<file path="src/rtl/nonce_dispatch_if.sv">
// Host/pipeline bundle for nonce_dispatch; issue_rdy exists only with NONCE_DISPATCH_STALL_EN.
// master = dispatcher side, slave = host, hash pipeline and comparator side.
interface nonce_dispatch_if;
  logic        start;
  logic        abort;
  logic [31:0] nonce_first;
  logic [31:0] nonce_last;
  logic [63:0] target_in;
  logic [63:0] target;
  logic        valid;
  logic        vld;
  logic [63:0] m04;
  logic        found;
  logic [31:0] found_nonce;
  logic        res_vld;
  logic        res_rdy;
  logic        res_hit;
  logic [31:0] res_nonce;
  logic        idle;
`ifdef NONCE_DISPATCH_STALL_EN
  logic        issue_rdy;
`endif

  modport master (
`ifdef NONCE_DISPATCH_STALL_EN
    input  issue_rdy,
`endif
    input  start, abort, nonce_first, nonce_last, target_in, found, found_nonce, res_rdy,
    output target, valid, vld, m04, res_vld, res_hit, res_nonce, idle
  );

  modport slave (
`ifdef NONCE_DISPATCH_STALL_EN
    output issue_rdy,
`endif
    output start, abort, nonce_first, nonce_last, target_in, found, found_nonce, res_rdy,
    input  target, valid, vld, m04, res_vld, res_hit, res_nonce, idle
  );
endinterface

</file>
<file path="src/rtl/nonce_dispatch.sv">
// Walks a (possibly wrapping) nonce range into the hash pipeline, drains PIPE_DEPTH cycles, reports hit/miss.
// Result held until res_rdy; NONCE_DISPATCH_STALL_EN adds issue_rdy backpressure on beats.
module nonce_dispatch #(
  parameter int PIPE_DEPTH = 8
) (
  input  logic             clk,
  input  logic             rst,
  nonce_dispatch_if.master bus
);

  localparam int DW = $clog2(PIPE_DEPTH + 1);

  typedef enum logic [1:0] {IDLE, RUN, DRAIN, REPORT} state_t;

  state_t         r_state;
  state_t         w_next;
  logic [31:0]    r_cnt;
  logic [31:0]    r_last;
  logic [63:0]    r_target;
  logic           r_valid;
  logic [DW-1:0]  r_drain;
  logic           r_res_hit;
  logic [31:0]   r_res_nonce;

  logic           w_acc;
  logic           w_load;
  logic           w_to_drain;
  logic           w_cap_hit;
  logic           w_cap_miss;
  logic [31:0]    w_miss_nonce;
  logic           w_vld;
  logic           w_res_vld;
  logic           w_idle;

`ifdef NONCE_DISPATCH_STALL_EN
  assign w_acc = bus.issue_rdy;
`else
  assign w_acc = 1'b1;
`endif

  always_ff @(posedge clk or posedge rst) begin
    if (rst) r_state <= IDLE;
    else     r_state <= w_next;
  end

  // Priority inside RUN/DRAIN: found, then abort, then range end / drain end.
  always_comb begin
    w_next       = r_state;
    w_load       = 1'b0;
    w_to_drain   = 1'b0;
    w_cap_hit    = 1'b0;
    w_cap_miss   = 1'b0;
    w_miss_nonce = r_last;
    w_vld        = 1'b0;
    w_res_vld    = 1'b0;
    w_idle       = 1'b0;
    case (r_state)
      IDLE: begin
        w_idle = 1'b1;
        if (bus.start) begin
          w_load = 1'b1;
          w_next = RUN;
        end
      end
      RUN: begin
        w_vld = 1'b1;
        if (bus.found) begin
          w_cap_hit = 1'b1;
          w_next    = REPORT;
        end else if (bus.abort) begin
          // A stalled beat was never issued, so the last issued nonce is one behind.
          w_cap_miss   = 1'b1;
          w_miss_nonce = w_acc ? r_cnt : r_cnt - 32'd1;
          w_next       = REPORT;
        end else if (w_acc && (r_cnt == r_last)) begin
          w_to_drain = 1'b1;
          w_next     = DRAIN;
        end
      end
      DRAIN: begin
        if (bus.found) begin
          w_cap_hit = 1'b1;
          w_next    = REPORT;
        end else if (bus.abort || (r_drain <= DW'(1))) begin
          w_cap_miss = 1'b1;
          w_next     = REPORT;
        end
      end
      REPORT: begin
        w_res_vld = 1'b1;
        if (bus.res_rdy) w_next = IDLE;
      end
      default: w_next = IDLE;
    endcase
  end

  always_ff @(posedge clk or posedge rst) begin
    if (rst) begin
      r_cnt       <= '0;
      r_last      <= '0;
      r_target    <= '0;
      r_valid     <= 1'b0;
      r_drain     <= '0;
      r_res_hit   <= 1'b0;
      r_res_nonce <= '0;
    end else begin
      r_valid <= w_load;
      if (w_load) begin
        r_cnt    <= bus.nonce_first;
        r_last   <= bus.nonce_last;
        r_target <= bus.target_in;
      end else if ((r_state == RUN) && w_acc) begin
        r_cnt <= r_cnt + 32'd1;
      end
      if (w_to_drain)              r_drain <= DW'(PIPE_DEPTH);
      else if (r_state == DRAIN)   r_drain <= r_drain - DW'(1);
      if (w_cap_hit) begin
        r_res_hit   <= 1'b1;
        r_res_nonce <= bus.found_nonce;
      end else if (w_cap_miss) begin
        r_res_hit   <= 1'b0;
        r_res_nonce <= w_miss_nonce;
      end
    end
  end

  assign bus.vld       = w_vld;
  assign bus.m04       = {32'h0, r_cnt[7:0], r_cnt[15:8], r_cnt[23:16], r_cnt[31:24]};
  assign bus.target    = r_target;
  assign bus.valid     = r_valid;
  assign bus.res_vld   = w_res_vld;
  assign bus.res_hit   = r_res_hit;
  assign bus.res_nonce = r_res_nonce;
  assign bus.idle      = w_idle;

endmodule
</file>
<file path="src/flat_wrapper.sv">
// flat-port wrapper written by rule: the top's interface ports become plain ports
module nonce_dispatch_flat 
#(
  parameter int PIPE_DEPTH = 8
)
  (clk, rst, bus_start, bus_abort, bus_nonce_first, bus_nonce_last, bus_target_in, bus_found, bus_found_nonce, bus_res_rdy, bus_target, bus_valid, bus_vld, bus_m04, bus_res_vld, bus_res_hit, bus_res_nonce, bus_idle);
  nonce_dispatch_if bus_i ();
  input  logic clk;
  input  logic rst;
  input wire logic [$bits(bus_i.start)-1:0] bus_start;
  input wire logic [$bits(bus_i.abort)-1:0] bus_abort;
  input wire logic [$bits(bus_i.nonce_first)-1:0] bus_nonce_first;
  input wire logic [$bits(bus_i.nonce_last)-1:0] bus_nonce_last;
  input wire logic [$bits(bus_i.target_in)-1:0] bus_target_in;
  input wire logic [$bits(bus_i.found)-1:0] bus_found;
  input wire logic [$bits(bus_i.found_nonce)-1:0] bus_found_nonce;
  input wire logic [$bits(bus_i.res_rdy)-1:0] bus_res_rdy;
  output wire logic [$bits(bus_i.target)-1:0] bus_target;
  output wire logic [$bits(bus_i.valid)-1:0] bus_valid;
  output wire logic [$bits(bus_i.vld)-1:0] bus_vld;
  output wire logic [$bits(bus_i.m04)-1:0] bus_m04;
  output wire logic [$bits(bus_i.res_vld)-1:0] bus_res_vld;
  output wire logic [$bits(bus_i.res_hit)-1:0] bus_res_hit;
  output wire logic [$bits(bus_i.res_nonce)-1:0] bus_res_nonce;
  output wire logic [$bits(bus_i.idle)-1:0] bus_idle;
  assign bus_i.start = bus_start;
  assign bus_i.abort = bus_abort;
  assign bus_i.nonce_first = bus_nonce_first;
  assign bus_i.nonce_last = bus_nonce_last;
  assign bus_i.target_in = bus_target_in;
  assign bus_i.found = bus_found;
  assign bus_i.found_nonce = bus_found_nonce;
  assign bus_i.res_rdy = bus_res_rdy;
  assign bus_target = bus_i.target;
  assign bus_valid = bus_i.valid;
  assign bus_vld = bus_i.vld;
  assign bus_m04 = bus_i.m04;
  assign bus_res_vld = bus_i.res_vld;
  assign bus_res_hit = bus_i.res_hit;
  assign bus_res_nonce = bus_i.res_nonce;
  assign bus_idle = bus_i.idle;
  nonce_dispatch #(.PIPE_DEPTH(PIPE_DEPTH)) u_core (.clk(clk), .rst(rst), .bus(bus_i));
endmodule
</file>
<file path="config.mk">
export PLATFORM = sky130hd
export DESIGN_NAME = nonce_dispatch_flat
export DESIGN_NICKNAME = d
export VERILOG_FILES = /design/src/rtl/nonce_dispatch_if.sv /design/src/rtl/nonce_dispatch.sv /design/src/flat_wrapper.sv
export SDC_FILE = /design/constraint.sdc
export NUM_CORES = 1
export LEC_CHECK = 0
export BUFFER_PORTS_ARGS = -buffer_cell sky130_fd_sc_hd__buf_2
export CAP_MARGIN = 20
export CORE_ASPECT_RATIO = 0.9
export CORE_UTILIZATION = 45
export DETAILED_ROUTE_END_ITERATION = 12
export PLACE_DENSITY = 0.75
export SLEW_MARGIN = 0
export SYNTH_ARGS = -nofsm -noshare
export SYNTH_HDL_FRONTEND = slang
export SYNTH_SLANG_ARGS = --single-unit
</file>
<file path="constraint.sdc">
create_clock -name clk -period 6.1 [get_ports clk]
set_input_delay 0.61 -clock clk [delete_from_list [all_inputs] [get_ports clk]]
set_output_delay 0.61 -clock clk [all_outputs]
set_load 0.02 [all_outputs]
</file>
==> impl_metrics.csv <==
group,metric,value,unit
drt,viasPerCell,4.91,
drt,vias,6313,
drt,drcViolationCount,0,
timing,fin_crit_sh,48.5,%
logic_synthesis,synth_fa_ha_area_share,1.07,%
pwr,max-vdd-ir-drop,0.314,mV
pwr,p_sw_share,43.0,%
placement,dp.cells,1248,
pwr,internal-power,3.51,mW
floorplanning,dieArea,18700,µm²
global_route,gr-total-overflow,0,
placement,pre_cts_slack,3.17,ns
drt,drt_wl_total,22.0,mm
setup_path,critPathKind,"flop to flop",
logic_synthesis,synth-compound-area-share,7.14,%
timing,drv_slew,0,
setup_path,path_max_fanout,65,
logic_synthesis,yosysTopAreaCell,"dfrtp_1",
cells_and_area,nets,1200,
global_route,grt_pass1_vias,5917,
floorplanning,fp.dieH,130,µm
logic_synthesis,syn-cell-area,8150,µm²
global_route,antenna_found_initial,11,
logic_synthesis,synth.yosys.warnings,0,
timing,fmax,338,MHz
placement,dpl_cell_area,9700,µm²
pwr,finalPower,6.16,mW
cells_and_area,area_growth,26.7,%
logic_synthesis,ys.flop_type,"dfrtp_1",
logic_synthesis,seq_area_frac_synth,51.6,%
setup_path,slowest_stage,"inv_4",
cells_and_area,fill_cells,1570,
clock_tree,htree_levels,4,
logic_synthesis,synthTopCellsByArea,"dfrtp_1, mux2_2, xnor2_1",
logic_synthesis,synth_xor_area_share,6.99,%
run,max-cap-violations,0,
drt,drt_first_pass_iters,4,
logic_synthesis,synth-edff-count,0,
drt,post_drt_wl_per_cell,17.2,µm
cells_and_area,stdcell_count,1285,
logic_synthesis,yosys.area.top_type_share,51.6,%
drt,drt_iter0_markers,278,
pwr,pwr-share-clk,18.3,%
logic_synthesis,synthMuxAreaShare,16.8,%
clock_tree,numCtsBuffers,17,
pwr,p_comb_share,46.0,%
timing,setup_ws,3.14,ns
setup_path,crit_arrival,3.27,ns
setup_path,cp_slowest_stage_delay,0.69,ns
logic_synthesis,ys_ff_latch,168,
timing,tightest_slew,0.969,ns
floorplanning,initial_core_util,46.1,%
setup_path,start_kind,"flop",
clock_tree,clock_latency,0.43,ns
placement,gp_congestion,0.854,
cells_and_area,finish.instance_area,10300,µm²
clock_tree,ctsResizeCount,0,
floorplanning,ioPinCount,331,
drt,postRouteAntennaNets,0,
clock_tree,hold_buffers,0,
floorplanning,core,17700,µm²
global_route,grt_usage,24.1,%
logic_synthesis,synth_top_family_by_area,"multiplexers",
setup_path,cp_top_family,"buffers and inverters",
logic_synthesis,async_reset_ff_share,100,%
floorplanning,rows,46,
placement,portBuffers,298,
timing,skew,0.00980,ns
timing,hold_viol,0,
logic_synthesis,synth_cell_types,42,
clock_tree,cts_tree,"yes",
placement,place_hpwl,16.4,mm
logic_synthesis,synthCells,749,
pwr,leakagePower,5.01,nW
clock_tree,root_buffer,"clkbuf_16",
logic_synthesis,avgSynthCellArea,10.9,µm²
setup_path,crit_buf_inv,4,
timing,finalSetupTns,0,ns
timing,period_minus_slack,2.96,ns
clock_tree,cts.sinks,168,
timing,maxSlewHeadroom,35.4,%
run_status,status,"finished clean",
timing,rsz0062_at_grt,"no",
setup_path,crit_top_cell,"buf_4",
global_route,grt_start_max_net_pins,107,
pwr,switchingPower,2.65,mW
setup_path,critical_path_required,6.41,ns
setup_path,crit_chain,"inv_1 > ha_1 > nand2_2 > buf_4 > inv_4 > buf_4 > mux2_2",
global_route,grt_pass1_wl,33.0,mm
setup_path,crit_path_end_kind,"flop",
clock_tree,clkTransAtPathRegs,0.07,ns
cells_and_area,drive_gt1_share,43.1,%
clock_tree,cts_max_path_buffers,2,
clock_tree,post_cts_buffers,0,
floorplanning,die_x,144,µm
pwr,p_seq_share,35.7,%
logic_synthesis,synth-simple-area-share,10.5,%
pwr,powerDensity,597,nW/µm²
timing,setup-violations-final,0,
worst_hold_path,min-delay-path-class,"primary input to asynchronous set/reset pin",
final timing paths:
check	start	to	slack [ns]	cells past startpoint
min	rst	u_core.bus.target[5]	0.38	2
max reg2reg	u_core.r_state[0]	u_core.bus.target[62]	3.14	7
min reg2reg	u_core.bus.res_nonce[20]	u_core.bus.res_nonce[20]	0.47	2
max	u_core.r_state[0]	u_core.bus.target[62]	3.14	7
max in group asynchronous	rst	u_core.bus.res_nonce[26]	4.36	3
min in group clk	bus_target_in[39]	u_core.bus.target[39]	0.40	2
through the flow:
step	utilization [%]	hold WS, ns
after detailed placement	54.9	0.465
after global routing	58.4	0.393
after global placement	54.9	0.453
after floorplan	-	0.491
after CTS	58.3	0.391
final	58.4	0.376
flip-flops by register name, summed over array words and instances, names as in the netlist:
register,cells
u_core.r_last,32
u_core.bus.res_hit,1
u_core.r_cnt,32
u_core.bus.valid,1
u_core.bus.target,64
u_core.bus.res_nonce,32
u_core.r_drain,4
u_core.r_state,2
cells by family after synthesis:
family / count (synthesis)
AND/OR/NAND/NOR: 181
flip-flops: 168
multiplexers: 125
AO/OA/AOI/OAI: 113
buffers and inverters: 89
XOR/XNOR: 65
adder cells (fa/ha/maj): 7
other: 1
power groups by stage:
stage | Clock [mW] | Sequential (mW) | Combinational [mW]
after floorplan | 0 | 2.60 | 1.54
after global placement | 0 | 2.19 | 2.81
after detailed placement | 0 | 2.21 | 2.85
after CTS | 1.15 | 2.19 | 2.86
after global routing | 1.19 | 2.28 | 3.10
final | 1.13 | 2.20 | 2.83
cells in the mapped netlist, types with 2 or more instances:
cell / number
a21oi_1: 69
a31oi_1: 2
and2_1: 2
and2_2: 2
and4_4: 2
buf_1: 5
buf_2: 9
buf_4: 34
clkbuf_1: 25
clkbuf_2: 3
dfrtp_1: 168
ha_1: 7
inv_1: 12
mux2_2: 97
mux2i_1: 28
nand2_1: 47
nand3_1: 10
nand4_1: 16
nor2_1: 86
nor3_1: 3
nor4_1: 2
o21ai_0: 37
xnor2_1: 47
xor2_1: 18
final cells by class:
type,instances,area (µm²),share of cell area [%]
Sequential cell,168,4200,40.7
Clock buffer,17,425,4.12
Multi-Input combinational cell,523,3600,34.9
Timing Repair Buffer,304,1540,14.9
Antenna cell,5,12.5,0.121
Inverter,13,56.3,0.545
Clock inverter,15,188,1.82
Tap cell,240,300,2.91
cell usage in the layout, fill, tap and decap left out, types with 2 or more instances in the layout:
cell type,n
a21oi_1,69
a31oi_1,2
and2_2,3
and4_4,2
buf_2,298
buf_4,6
bufinv_16,3
clkbuf_16,17
clkinv_2,3
clkinv_4,3
conb_1,32
dfrtp_1,168
diode_2,5
ha_1,7
inv_1,11
inv_6,4
inv_8,2
mux2_2,97
mux2i_1,28
nand2_1,46
nand3_1,10
nand4_1,16
nor2_1,86
nor3_1,3
nor4_1,2
o21ai_0,36
xnor2_1,47
xor2_1,18
metal layers:
layer	vias to the layer above	share of wire, %	track usage, %
met5	-	0.37	0
met4	12	1.4	7.57
met3	30	9.0	9.98
met2	234	46	37.4
met1	2971	43	30.4
li1	3066	-	-
No activity file was read; power rests on OpenSTA's default activity.
